==> src/rtl/jk_ff_bank.sv <==
// jk_ff_bank: bank of independent JK flip-flops emulated on mclk, master-slave or negative-edge behaviour.
// Define JK_PRESET_EN to add the per-channel pre_n preset input and its logic.
module jk_ff_bank #(
   parameter int WIDTH      = 2,
   parameter int SYNC_DEPTH = 2,
   parameter int EDGE_MODE  = 0
) (
   input  logic             mclk,
   input  logic             mrst_n,
   input  logic [WIDTH-1:0] clk_n,
   input  logic [WIDTH-1:0] j,
   input  logic [WIDTH-1:0] k,
   input  logic [WIDTH-1:0] clr_n,
`ifdef JK_PRESET_EN
   input  logic [WIDTH-1:0] pre_n,
`endif
   output logic [WIDTH-1:0] q,
   output logic [WIDTH-1:0] q_n
);
   logic [WIDTH-1:0] pre_v, clk_d, clr_d, pre_d, master, jd, kd;
   logic [WIDTH-1:0] rise, fall, clr_q, pre_q, hold, cap, m_jk, q_jk;
   logic [WIDTH-1:0] m_nrm, q_nrm, qn_nrm, m_nxt, q_nxt, qn_nxt;
   logic [WIDTH-1:0] j_sr [SYNC_DEPTH];
   logic [WIDTH-1:0] k_sr [SYNC_DEPTH];
`ifdef JK_PRESET_EN
   assign pre_v = pre_n;
`else
   assign pre_v = '1;
`endif
   assign jd = j_sr[SYNC_DEPTH-1];
   assign kd = k_sr[SYNC_DEPTH-1];
   always_comb begin
      rise   = clk_n & ~clk_d;
      fall   = ~clk_n & clk_d;
      clr_q  = ~clr_n & ~clr_d;
      pre_q  = ~pre_v & ~pre_d;
      hold   = clr_q | pre_q;
      m_jk   = (jd & ~master) | (~kd & master);
      q_jk   = (jd & ~q) | (~kd & q);
      // releasing clear/preset with the clock already high captures like a rise
      cap    = rise | (clk_n & clr_n & ~clr_d) | (clk_n & pre_v & ~pre_d);
      m_nrm  = (cap & m_jk) | (~cap & master);
      q_nrm  = (fall & master) | (~fall & q);
      qn_nrm = (fall & ~master) | (~fall & q_n);
      if (EDGE_MODE != 0) begin
         m_nrm  = (fall & q_jk) | (~fall & master);
         q_nrm  = (fall & q_jk) | (~fall & q);
         qn_nrm = (fall & ~q_jk) | (~fall & q_n);
      end
      m_nxt  = (pre_q & ~clr_q) | (~hold & m_nrm);
      q_nxt  = pre_q | (~hold & q_nrm);
      qn_nxt = clr_q | (~hold & qn_nrm);
   end
   always_ff @(posedge mclk) begin
      if (!mrst_n) begin
         clk_d  <= '1;
         clr_d  <= '1;
         pre_d  <= '1;
         master <= '0;
         q      <= '0;
         q_n    <= '1;
         for (int s = 0; s < SYNC_DEPTH; s++) begin
            j_sr[s] <= '0;
            k_sr[s] <= '0;
         end
      end else begin
         clk_d   <= clk_n;
         clr_d   <= clr_n;
         pre_d   <= pre_v;
         master  <= m_nxt;
         q       <= q_nxt;
         q_n     <= qn_nxt;
         j_sr[0] <= j;
         k_sr[0] <= k;
         for (int s = 1; s < SYNC_DEPTH; s++) begin
            j_sr[s] <= j_sr[s-1];
            k_sr[s] <= k_sr[s-1];
         end
      end
   end
endmodule

==> config.mk <==
export PLATFORM = sky130hd
export DESIGN_NAME = jk_ff_bank
export DESIGN_NICKNAME = d
export VERILOG_FILES = /design/src/rtl/jk_ff_bank.sv
export SDC_FILE = /design/constraint.sdc
export NUM_CORES = 1
export LEC_CHECK = 0
export ABC_AREA = 1
export BUFFER_PORTS_ARGS = -buffer_cell sky130_fd_sc_hd__buf_2
export CAP_MARGIN = 20
export CORE_MARGIN = 2
export CORE_UTILIZATION = 45
export CTS_CLUSTER_SIZE = 28
export DETAILED_ROUTE_END_ITERATION = 16
export PLACE_DENSITY = 0.7
export SLEW_MARGIN = 20
export SYNTH_ARGS = -nofsm -noshare
export SYNTH_HDL_FRONTEND = slang
export SYNTH_SLANG_ARGS = --single-unit
==> constraint.sdc <==
create_clock -name mclk -period 0.8 [get_ports mclk]
set_clock_uncertainty 0.05 [all_clocks]
set_input_delay 0.08 -clock mclk [delete_from_list [all_inputs] [get_ports mclk]]
set_output_delay 0.08 -clock mclk [all_outputs]
set_load 0.02 [all_outputs]
== After elaboration in Yosys (flattened, before gate mapping) ==
Memories as Yosys holds them, arrays and structs flattened.
Index checks and enable logic that the tools add are counted.

* Output and inout bits: 4
* Memories: 2
* Bits in writable memories: 8
* Register bits: 10

{| class="wikitable"
|+ Memories
! name !! depth !! bits a word !! rd ports !! clocked after memory_dff !! write ports !! RTL line !! RTL
|-
| j_sr || 2 || 2 || 2 || 0 || 2 || 23 || <nowiki>logic [WIDTH-1:0] j_sr [SYNC_DEPTH];</nowiki>
|-
| k_sr || 2 || 2 || 2 || 0 || 2 || 24 || <nowiki>logic [WIDTH-1:0] k_sr [SYNC_DEPTH];</nowiki>
|}

* Bitwise gates (word level): 35
* Mux-type cells: 6

{| class="wikitable"
|+ Operators with widths
! cell !! count
|-
| $and 2x2->2 || 16
|-
| $not 2->2 || 9
|-
| $or 2x2->2 || 6
|-
| $mux 2 || 4
|-
| $or 1x1->1 || 4
|-
| $mux 1 || 2
|}

== Depth between registers and ports, before layout ==
Gate-level depths: netlist of run 1.

* Word-level depth: 7
* Mapped depth: 6
* Depth with buffers taken out: 6

== Worst setup path before layout of run 1 ==
Ideal clock, no wire load.

* Path type: register -> register
* Start point: register master[1]
* End point: register master[1]
* Required time: 0.635 ns
* Slack: 0.013 ns
* Period minus slack after synthesis: 0.787 ns
* Arrival: 0.622 ns
* Library setup time: 0.115 ns
* Cell stages (with the launch flop): 6
* Path through: dfxtp_1 > inv_2 > nand2_1 > nand2_1 > a21oi_1 > nor2_1

* Longest elaborated chain between the ends: 6
* Elaborated cells on any way between the ends: 8
* Classes of those cells: 8 x bitwise

{| class="wikitable"
|+ RTL lines
! what !! RTL line !! RTL
|-
| start, declared || 20 || <nowiki>logic [WIDTH-1:0] pre_v, clk_d, clr_d, pre_d, master, jd, kd;</nowiki>
|-
| start signal, assigned || 70 || <nowiki>master <= m_nxt;</nowiki>
|-
| $not 2->2 || 38 || <nowiki>m_jk = (jd & ~master) | (~kd & master);</nowiki>
|-
| $and 2x2->2 || 38 ||
|-
| $or 2x2->2 || 38 ||
|-
| $and 2x2->2 || 42 || <nowiki>m_nrm = (cap & m_jk) | (~cap & master);</nowiki>
|-
| $or 2x2->2 * || 42 ||
|-
| $and 2x2->2 * || 50 || <nowiki>m_nxt = (pre_q & ~clr_q) | (~hold & m_nrm);</nowiki>
|}

Mark *: on every way between the ends. The rest lies on a longest branch, timed or not.
A chain may end at the register's enable or synchronous reset.

== Final worst setup path of run 1 ==
* Start point: register q[1]
* End point: output q[1]

{| class="wikitable"
|+ RTL lines
! what !! RTL line !! RTL
|-
| start, declared || 17 || <nowiki>output logic [WIDTH-1:0] q,</nowiki>
|-
| start signal, assigned || 71 || <nowiki>q <= q_nxt;</nowiki>
|}

No word-level cell between the ends.

==> Flow_metrics.wiki, run 1 <==
{| class="wikitable"
! Metric !! Value
|-
| Worst-case reg-to-reg path depth || 5
|-
| Number of global-route vias before repair || 492
|-
| Maximum number of pins on one net before global-route repair || 11
|-
| Vert. Die Dim || 42.3 um
|-
| Slowest cell on the critical path || sky130_fd_sc_hd__dfxtp_2
|-
| Category of the worst setup path launch point || register
|-
| Iteration count of the initial detailed-routing pass || 4
|-
| Buffers plus inverters on the worst setup path || 1
|-
| Count of input and output buffers || 13
|-
| Minimum period implied by the final worst setup slack || 0.897 ns
|-
| Average size of a mapped cell || 7.58 um^2
|-
| Count of different cell masters after synthesis || 13
|-
| FMAX || 1120 MHz
|-
| H-tree levels || 1
|-
| Internal || 1340 uW
|-
| Violated checks || hold timing, setup timing
|-
| Final WS setup || -0.0965 ns
|-
| Area of the die || 1790 um^2
|-
| Violation count after the first detailed-route iteration || 4
|-
| Maximum resistive drop on vdd || 1160 uV
|-
| Detail Placement HPWL || 737 um
|-
| CP Class || reg2out
|-
| Final estimated routing congestion in global placement || 0.692
|-
| Worst-case clock buffer depth || 2
|-
| Max Transition Viols Final || 0
|-
| Setup repair after global routing missed its margin || true
|-
| Area added between synthesis and finish || 39.5%
|-
| Sequential share of the synthesized area || 54.6%
|-
| Most frequent cells in the layout || 18 x sky130_fd_sc_hd__nand2_1, 13 x sky130_fd_sc_hd__inv_1, 9 x sky130_fd_sc_hd__buf_2
|-
| Leakage power figure || 0.000488 uW
|-
| Placement row count || 13
|-
| Fin area || 920 um^2
|-
| Number of nets in the finished design || 121
|-
| Routed wirelength normalized by instance count || 9.36 um
|-
| Net switching power || 424 uW
|-
| Initial antenna violation count || 0
|-
| Placed instance area || 746 um^2
|-
| Share of post-route cells with drive strength above 1 || 42.7%
|-
| Post-synthesis sequential element count || 18
|-
| Critical path required time || 0.67 ns
|-
| Number of antenna cells inserted || 0
|-
| Routed WL || 1170 um
|-
| Portion of total power attributed to combinational logic || 13.1%
|-
| Delay of the slowest critical-path stage || 0.36 ns
|-
| DIE WIDTH || 42.3 um
|-
| Global-route wire length before repair || 2040 um
|-
| Outcome || finished with violations
|-
| Gr ovfl total || 0
|-
| Switching share of power || 24.0%
|-
| Combined area of all synthesized cells || 659 um^2
|-
| Io pins || 14
|-
| Pre-CTS setup slack || -0.0391 ns
|-
| Total Neg Setup Slack || -0.376 ns
|-
| Clock-pin slew on the worst setup and hold paths || 0.09 ns
|-
| CORE AREA || 1330 um^2
|-
| Crit path max fanout || 2
|-
| Flop pwr share || 55.6%
|-
| Clock power frac || 31.3%
|-
| Final count of negative-setup-slack endpoints || 6
|-
| Total number of vias || 547
|-
| Later-pin clock latency in the skew report || 0.29 ns
|-
| Synth warn || 0
|-
| Hold-fix buffers, CTS || 6
|-
| Post-route worst hold slack || -0.0251 ns
|-
| Kind of end point of the critical path || primary output
|-
| Worst hold path depth || 2
|-
| Tightest Hold Check Type || in2reg
|-
| Worst relative slew slack || 90.5%
|-
| Part of the cycle the worst path needs || 112%
|-
| Remaining DRCs || 0
|-
| Global router's overall resource usage || 15.8%
|-
| Design Power || 1770 uW
|-
| Number of CTS-inserted buffers || 3
|-
| Detail Route Antenna Nets || 0
|-
| Crit-path leading delay family || flip-flops
|-
| Data arrival time at the worst-slack endpoint || 0.77 ns
|-
| Number of max-cap violations || 0
|-
| Syn nets || 97
|-
| Number of fillers in the final layout || 102
|-
| TritonCTS clock tree || done
|-
| Dpl cells || 115
|-
| Clock tree root driver cell || sky130_fd_sc_hd__clkbuf_4
|-
| Worst-Margin Slew || 0.142 ns
|-
| Power density over the cells || 1920 nW/um^2
|-
| Layout Cells excl Fill || 125
|-
| Starting utilization of the core area || 49.4%
|-
| Commonest non-fill, non-tap cell in the layout || sky130_fd_sc_hd__nand2_1
|-
| Logic depth of the worst path, buffers included || 1
|-
| Post-synthesis instance total || 87
|-
| Number of vias per cell || 4.38
|-
| Critical path, cell by cell || buf_6
|-
| Hold Violations, Final || 2
|-
| Number of sinks handled by clock tree synthesis || 18
|}
[kinds of logic (layout without fill, tap and decap cells)]
logic type             count (synthesis)  count (layout)  share of synthesized area [%]
buffers and inverters                 20              43                           11.6
DFF                                   18              18                           54.6
AOI/OAI and AO/OA                      7               7                           6.07
and+or+nand+nor                       42              42                           27.7
[worst paths after layout]
kind,startpoint,end,slack [ns]
hold / removal,clr_n[0],clr_d[0],-0.03
setup reg to reg,clr_d[1],master[1],-0.02
hold reg to reg,j_sr[0][1],j_sr[0][3],0.37
setup / recovery,q[1],q[1],-0.1
[synth_stat cells]
library cell	instances	share of area, %
sky130_fd_sc_hd__nand2_1	25	14
sky130_fd_sc_hd__dfxtp_1	18	55
sky130_fd_sc_hd__inv_1	15	8.5
sky130_fd_sc_hd__nor2_1	9	5.1
sky130_fd_sc_hd__nand3_1	4	3.0
sky130_fd_sc_hd__a21oi_1	3	2.3
sky130_fd_sc_hd__inv_2	3	1.7
sky130_fd_sc_hd__nor2_4	2	3.4
sky130_fd_sc_hd__o211ai_1	2	2.3
sky130_fd_sc_hd__o21ai_1	2	1.5
sky130_fd_sc_hd__or2_1	2	1.9
sky130_fd_sc_hd__buf_2	1	0.76
sky130_fd_sc_hd__clkinv_1	1	0.57
[state kept, by name, indices dropped and copies added (netlist names)]
| register | cells |
|---|---|
| k_sr | 4 |
| clk_d | 2 |
| clr_d | 2 |
| q_n | 2 |
| master | 2 |
| j_sr | 4 |
| q | 2 |
[per-stage QoR]
| step | hold slack, ns | utilization [%] |
|---|---|---|
| after global routing | -0.00383 | 68.9 |
| after detailed placement | 0.214 | 55.9 |
| after floorplan | 0.118 | - |
| after CTS | -0.0604 | 66.3 |
| after global placement | 0.207 | 55.9 |
| final | -0.0251 | 68.9 |
[power by group through the flow]
stage / clock network (uW) / logic (uW) / registers (uW)
finish: 552 / 232 / 982
floorplan: 0 / 101 / 1000
global placement: 0 / 173 / 989
CTS: 587 / 218 / 980
detailed placement: 0 / 176 / 991
global route: 613 / 262 / 989
[per-layer routing]
metal	vias to the layer above	global-route usage, %	wire length [um]
li1	303	-	-
met1	227	17.9	526
met2	12	23.4	537
met3	5	6.90	69
met4	0	11.3	36
met5	-	0	0
[timing repair]
action,CTS,global route
endpoints found under the setup margin,8,10
setup buffers,0,0
hold endpoints to repair,8,2
gates resized for setup,20,15
pin swaps,2,5
[layout make-up]
| type | instances | area (um^2) | share of cell area (%) |
|---|---|---|---|
| Inverter | 19 | 71.3 | 7.76 |
| Sequential cell | 18 | 378 | 41.1 |
| Multi-Input combinational cell | 49 | 258 | 28.0 |
| Tap cell | 15 | 18.8 | 2.04 |
| Timing Repair Buffer | 20 | 158 | 17.1 |
| Clock buffer | 4 | 36.3 | 3.95 |
Note: power is estimated with default switching activity, not from simulation.
==> run 2, diff against run 1 <==
Settings changed: BUFFER_PORTS_ARGS -buffer_cell sky130_fd_sc_hd__buf_2 to -buffer_cell sky130_fd_sc_hd__buf_4.
==> run 2 against run 1 <==
The run still ends with hold timing, setup timing left. Core utilization rose by 3.9 points. Non-clock buffer count increased by 1. Hold slack worse by 0.00070 ns. Register-to-register slack barely moved. First-iteration DRC count is the same. Clock power fell by 2%. Global-route usage is 1.1 points lower. Combinational power up 10%. Final cell count increased by 0.80%. Sequential cell count unchanged. Fmax grew 2.2%. Largest power group unchanged.
==> Flow_metrics.wiki, run 2 (synthesized netlist as in run 1, its figures left out) <==
{| class="wikitable"
! Metric !! Value
|-
| Dpl cells || 115 (unchanged)
|-
| Total number of vias || 552 (was 547)
|-
| Detail Placement HPWL || 750 um (was 737 um)
|-
| Maximum number of pins on one net before global-route repair || 11 (unchanged)
|-
| Reg-to-reg critical path endpoint || master[1] (unchanged)
|-
| Total Neg Setup Slack || -0.327 ns (was -0.376 ns)
|-
| DIE WIDTH || 42.3 um (unchanged)
|-
| Switching share of power || 23.8% (was 24.0%)
|-
| Worst-case clock buffer depth || 2 (unchanged)
|-
| Number of nets in the finished design || 122 (was 121)
|-
| Area of the die || 1790 um^2 (unchanged)
|-
| Critical path, cell by cell || buf_6 (unchanged)
|-
| Flop pwr share || 55.2% (was 55.6%)
|-
| Final WS setup || -0.0769 ns (was -0.0965 ns)
|-
| Category of the worst setup path launch point || register (unchanged)
|-
| Largest registers in the final layout || j_sr (4), k_sr (4) (unchanged)
|-
| Final count of negative-setup-slack endpoints || 6 (unchanged)
|-
| Number of vias per cell || 4.38 (about the same)
|-
| CORE AREA || 1330 um^2 (unchanged)
|-
| Remaining DRCs || 0 (unchanged)
|-
| Violated checks || hold timing, setup timing (unchanged)
|-
| Number of CTS-inserted buffers || 3 (unchanged)
|-
| Worst-case reg-to-reg path depth || 5 (unchanged)
|-
| Clock tree root driver cell || sky130_fd_sc_hd__clkbuf_4 (unchanged)
|-
| TritonCTS clock tree || done (unchanged)
|-
| Worst hold path depth || 2 (unchanged)
|-
| Delay of the slowest critical-path stage || 0.35 ns (was 0.36 ns)
|-
| Layout Cells excl Fill || 126 (was 125)
|-
| Number of antenna cells inserted || 0 (unchanged)
|-
| Maximum resistive drop on vdd || 1590 uV (was 1160 uV)
|-
| Hold Violations, Final || 2 (unchanged)
|-
| Gr ovfl total || 0 (unchanged)
|-
| Number of max-cap violations || 0 (unchanged)
|-
| Critical path required time || 0.67 ns (about the same)
|-
| Violation count after the first detailed-route iteration || 4 (unchanged)
|-
| Share of post-route cells with drive strength above 1 || 44.1% (was 42.7%)
|-
| Tightest Hold Check Type || in2reg (unchanged)
|-
| Outcome || finished with violations (unchanged)
|-
| Worst-Margin Slew || 0.129 ns (was 0.142 ns)
|-
| Commonest non-fill, non-tap cell in the layout || sky130_fd_sc_hd__nand2_1 (unchanged)
|-
| Starting utilization of the core area || 49.4% (unchanged)
|-
| Start of the worst register-to-register path || clk_d[1] (was clr_d[1])
|-
| Post-route worst hold slack || -0.0258 ns (was -0.0251 ns)
|-
| CP Class || reg2out (unchanged)
|-
| Buffers plus inverters on the worst setup path || 1 (unchanged)
|-
| Initial antenna violation count || 0 (unchanged)
|-
| Hold Path Origin || clr_n[0] (unchanged)
|-
| Internal reg-to-reg setup slack || -0.02 ns (about the same)
|-
| Routed WL || 1200 um (was 1170 um)
|-
| Detail Route Antenna Nets || 0 (unchanged)
|-
| Leakage power figure || 0.000520 uW (was 0.000488 uW)
|-
| Minimum period implied by the final worst setup slack || 0.877 ns (was 0.897 ns)
|-
| H-tree levels || 1 (unchanged)
|-
| Crit path max fanout || 2 (unchanged)
|-
| Number of fillers in the final layout || 96 (was 102)
|-
| Routed wirelength normalized by instance count || 9.56 um (was 9.36 um)
|-
| Number of sinks handled by clock tree synthesis || 18 (unchanged)
|-
| Hold-fix buffers, CTS || 6 (unchanged)
|-
| Net switching power || 423 uW (was 424 uW)
|-
| Iteration count of the initial detailed-routing pass || 2 (was 4)
|-
| Io pins || 14 (unchanged)
|-
| Later-pin clock latency in the skew report || 0.29 ns (about the same)
|-
| Number of global-route vias before repair || 504 (was 492)
|-
| Placement row count || 13 (unchanged)
|-
| Internal || 1360 uW (was 1340 uW)
|-
| Data arrival time at the worst-slack endpoint || 0.75 ns (was 0.77 ns)
|-
| Crit-path leading delay family || flip-flops (unchanged)
|-
| Placed instance area || 778 um^2 (was 746 um^2)
|-
| Vert. Die Dim || 42.3 um (unchanged)
|-
| Fin area || 972 um^2 (was 920 um^2)
|-
| Most frequent cells in the layout || 22 x sky130_fd_sc_hd__nand2_1, 13 x sky130_fd_sc_hd__inv_1, 11 x sky130_fd_sc_hd__buf_4 (was 18 x sky130_fd_sc_hd__nand2_1, 13 x sky130_fd_sc_hd__inv_1, 9 x sky130_fd_sc_hd__buf_2)
|-
| Final estimated routing congestion in global placement || 0.695 (was 0.692)
|-
| Part of the cycle the worst path needs || 110% (was 112%)
|-
| Kind of end point of the critical path || primary output (unchanged)
|-
| Power density over the cells || 1830 nW/um^2 (was 1920 nW/um^2)
|-
| Portion of total power attributed to combinational logic || 14.4% (was 13.1%)
|-
| Clock-pin slew on the worst setup and hold paths || 0.10 ns (was 0.09 ns)
|-
| FMAX || 1140 MHz (was 1120 MHz)
|-
| Clock power frac || 30.4% (was 31.3%)
|-
| Global router's overall resource usage || 14.7% (was 15.8%)
|-
| Count of input and output buffers || 13 (unchanged)
|-
| Destination of the worst hold path || clr_d[0] (unchanged)
|-
| Slowest cell on the critical path || sky130_fd_sc_hd__dfxtp_2 (unchanged)
|-
| Pre-CTS setup slack || -0.0382 ns (was -0.0391 ns)
|-
| Max Transition Viols Final || 0 (unchanged)
|-
| Setup repair after global routing missed its margin || true (unchanged)
|-
| Global-route wire length before repair || 1910 um (was 2040 um)
|-
| Area added between synthesis and finish || 47.4% (was 39.5%)
|-
| Worst relative slew slack || 91.3% (was 90.5%)
|}
[run 2: cell types whose count changed in the layout (fill, tap and decap cells not counted), moves of 2 or more]
| cell | change |
|---|---|
| sky130_fd_sc_hd__buf_2 | -9 |
| sky130_fd_sc_hd__nor2_1 | -2 |
| sky130_fd_sc_hd__nand2_2 | -5 |
| sky130_fd_sc_hd__nand2_1 | +4 |
| sky130_fd_sc_hd__buf_4 | +10 |
| sky130_fd_sc_hd__nand3_1 | -2 |
| sky130_fd_sc_hd__nand3_2 | +2 |
[run 2: what timing repair did]
action	CTS	global route
endpoints found under the hold margin	8	2
setup endpoints to repair	9	9
resized for setup	18	17
gates cloned	0	0
buffers inserted	0	1
pin swaps	5	7
[run 2: layer usage]
metal	part of all wire, %	up-vias	global-route usage [%]
met2	50	13	24.6
met3	4.8	2	7.76
met5	0	-	0
met1	43	230	15.3
li1	-	307	-
met4	1.2	0	5.63
[run 2: final cells by class]
type	count	area, um^2	share of cell area (%)
clock buffers	4	36.3	3.73
inverters	19	72.6	7.46
multi-input cells	49	277	28.4
flip-flops and latches	18	380	39.1
well taps	15	18.8	1.93
repair buffers	21	188	19.3
[run 2: worst max path at each step]
stage / startpoint / to / cells after the start / slack, ns
after floorplan: master[1] / master[1] / 5 / 0.01
after global placement: master[1] / master[1] / 5 / -0.02
after detailed placement: master[1] / master[1] / 5 / -0.04
after CTS: q[1] / q[1] / 1 / -0.09
after global routing: q[1] / q[1] / 1 / -0.12
final: q[1] / q[1] / 1 / -0.08
[run 2: stage by stage]
step,hold slack [ns],total power [uW],util (%)
global route,-0.0417,1880,72.9
detailed placement,0.211,1190,58.3
CTS,-0.0555,1780,68.3
global placement,0.207,1180,58.3
finish,-0.0258,1780,72.9
floorplan,0.118,1100,-
[run 2: power by group through the flow]
stage                     Sequential [uW]  Combinational [uW]  Clock [uW]
after floorplan                      1000                 101           0
after global placement                990                 193           0
after detailed placement              992                 196           0
after CTS                             980                 230         569
after global routing                  991                 287         598
final                                 983                 256         542
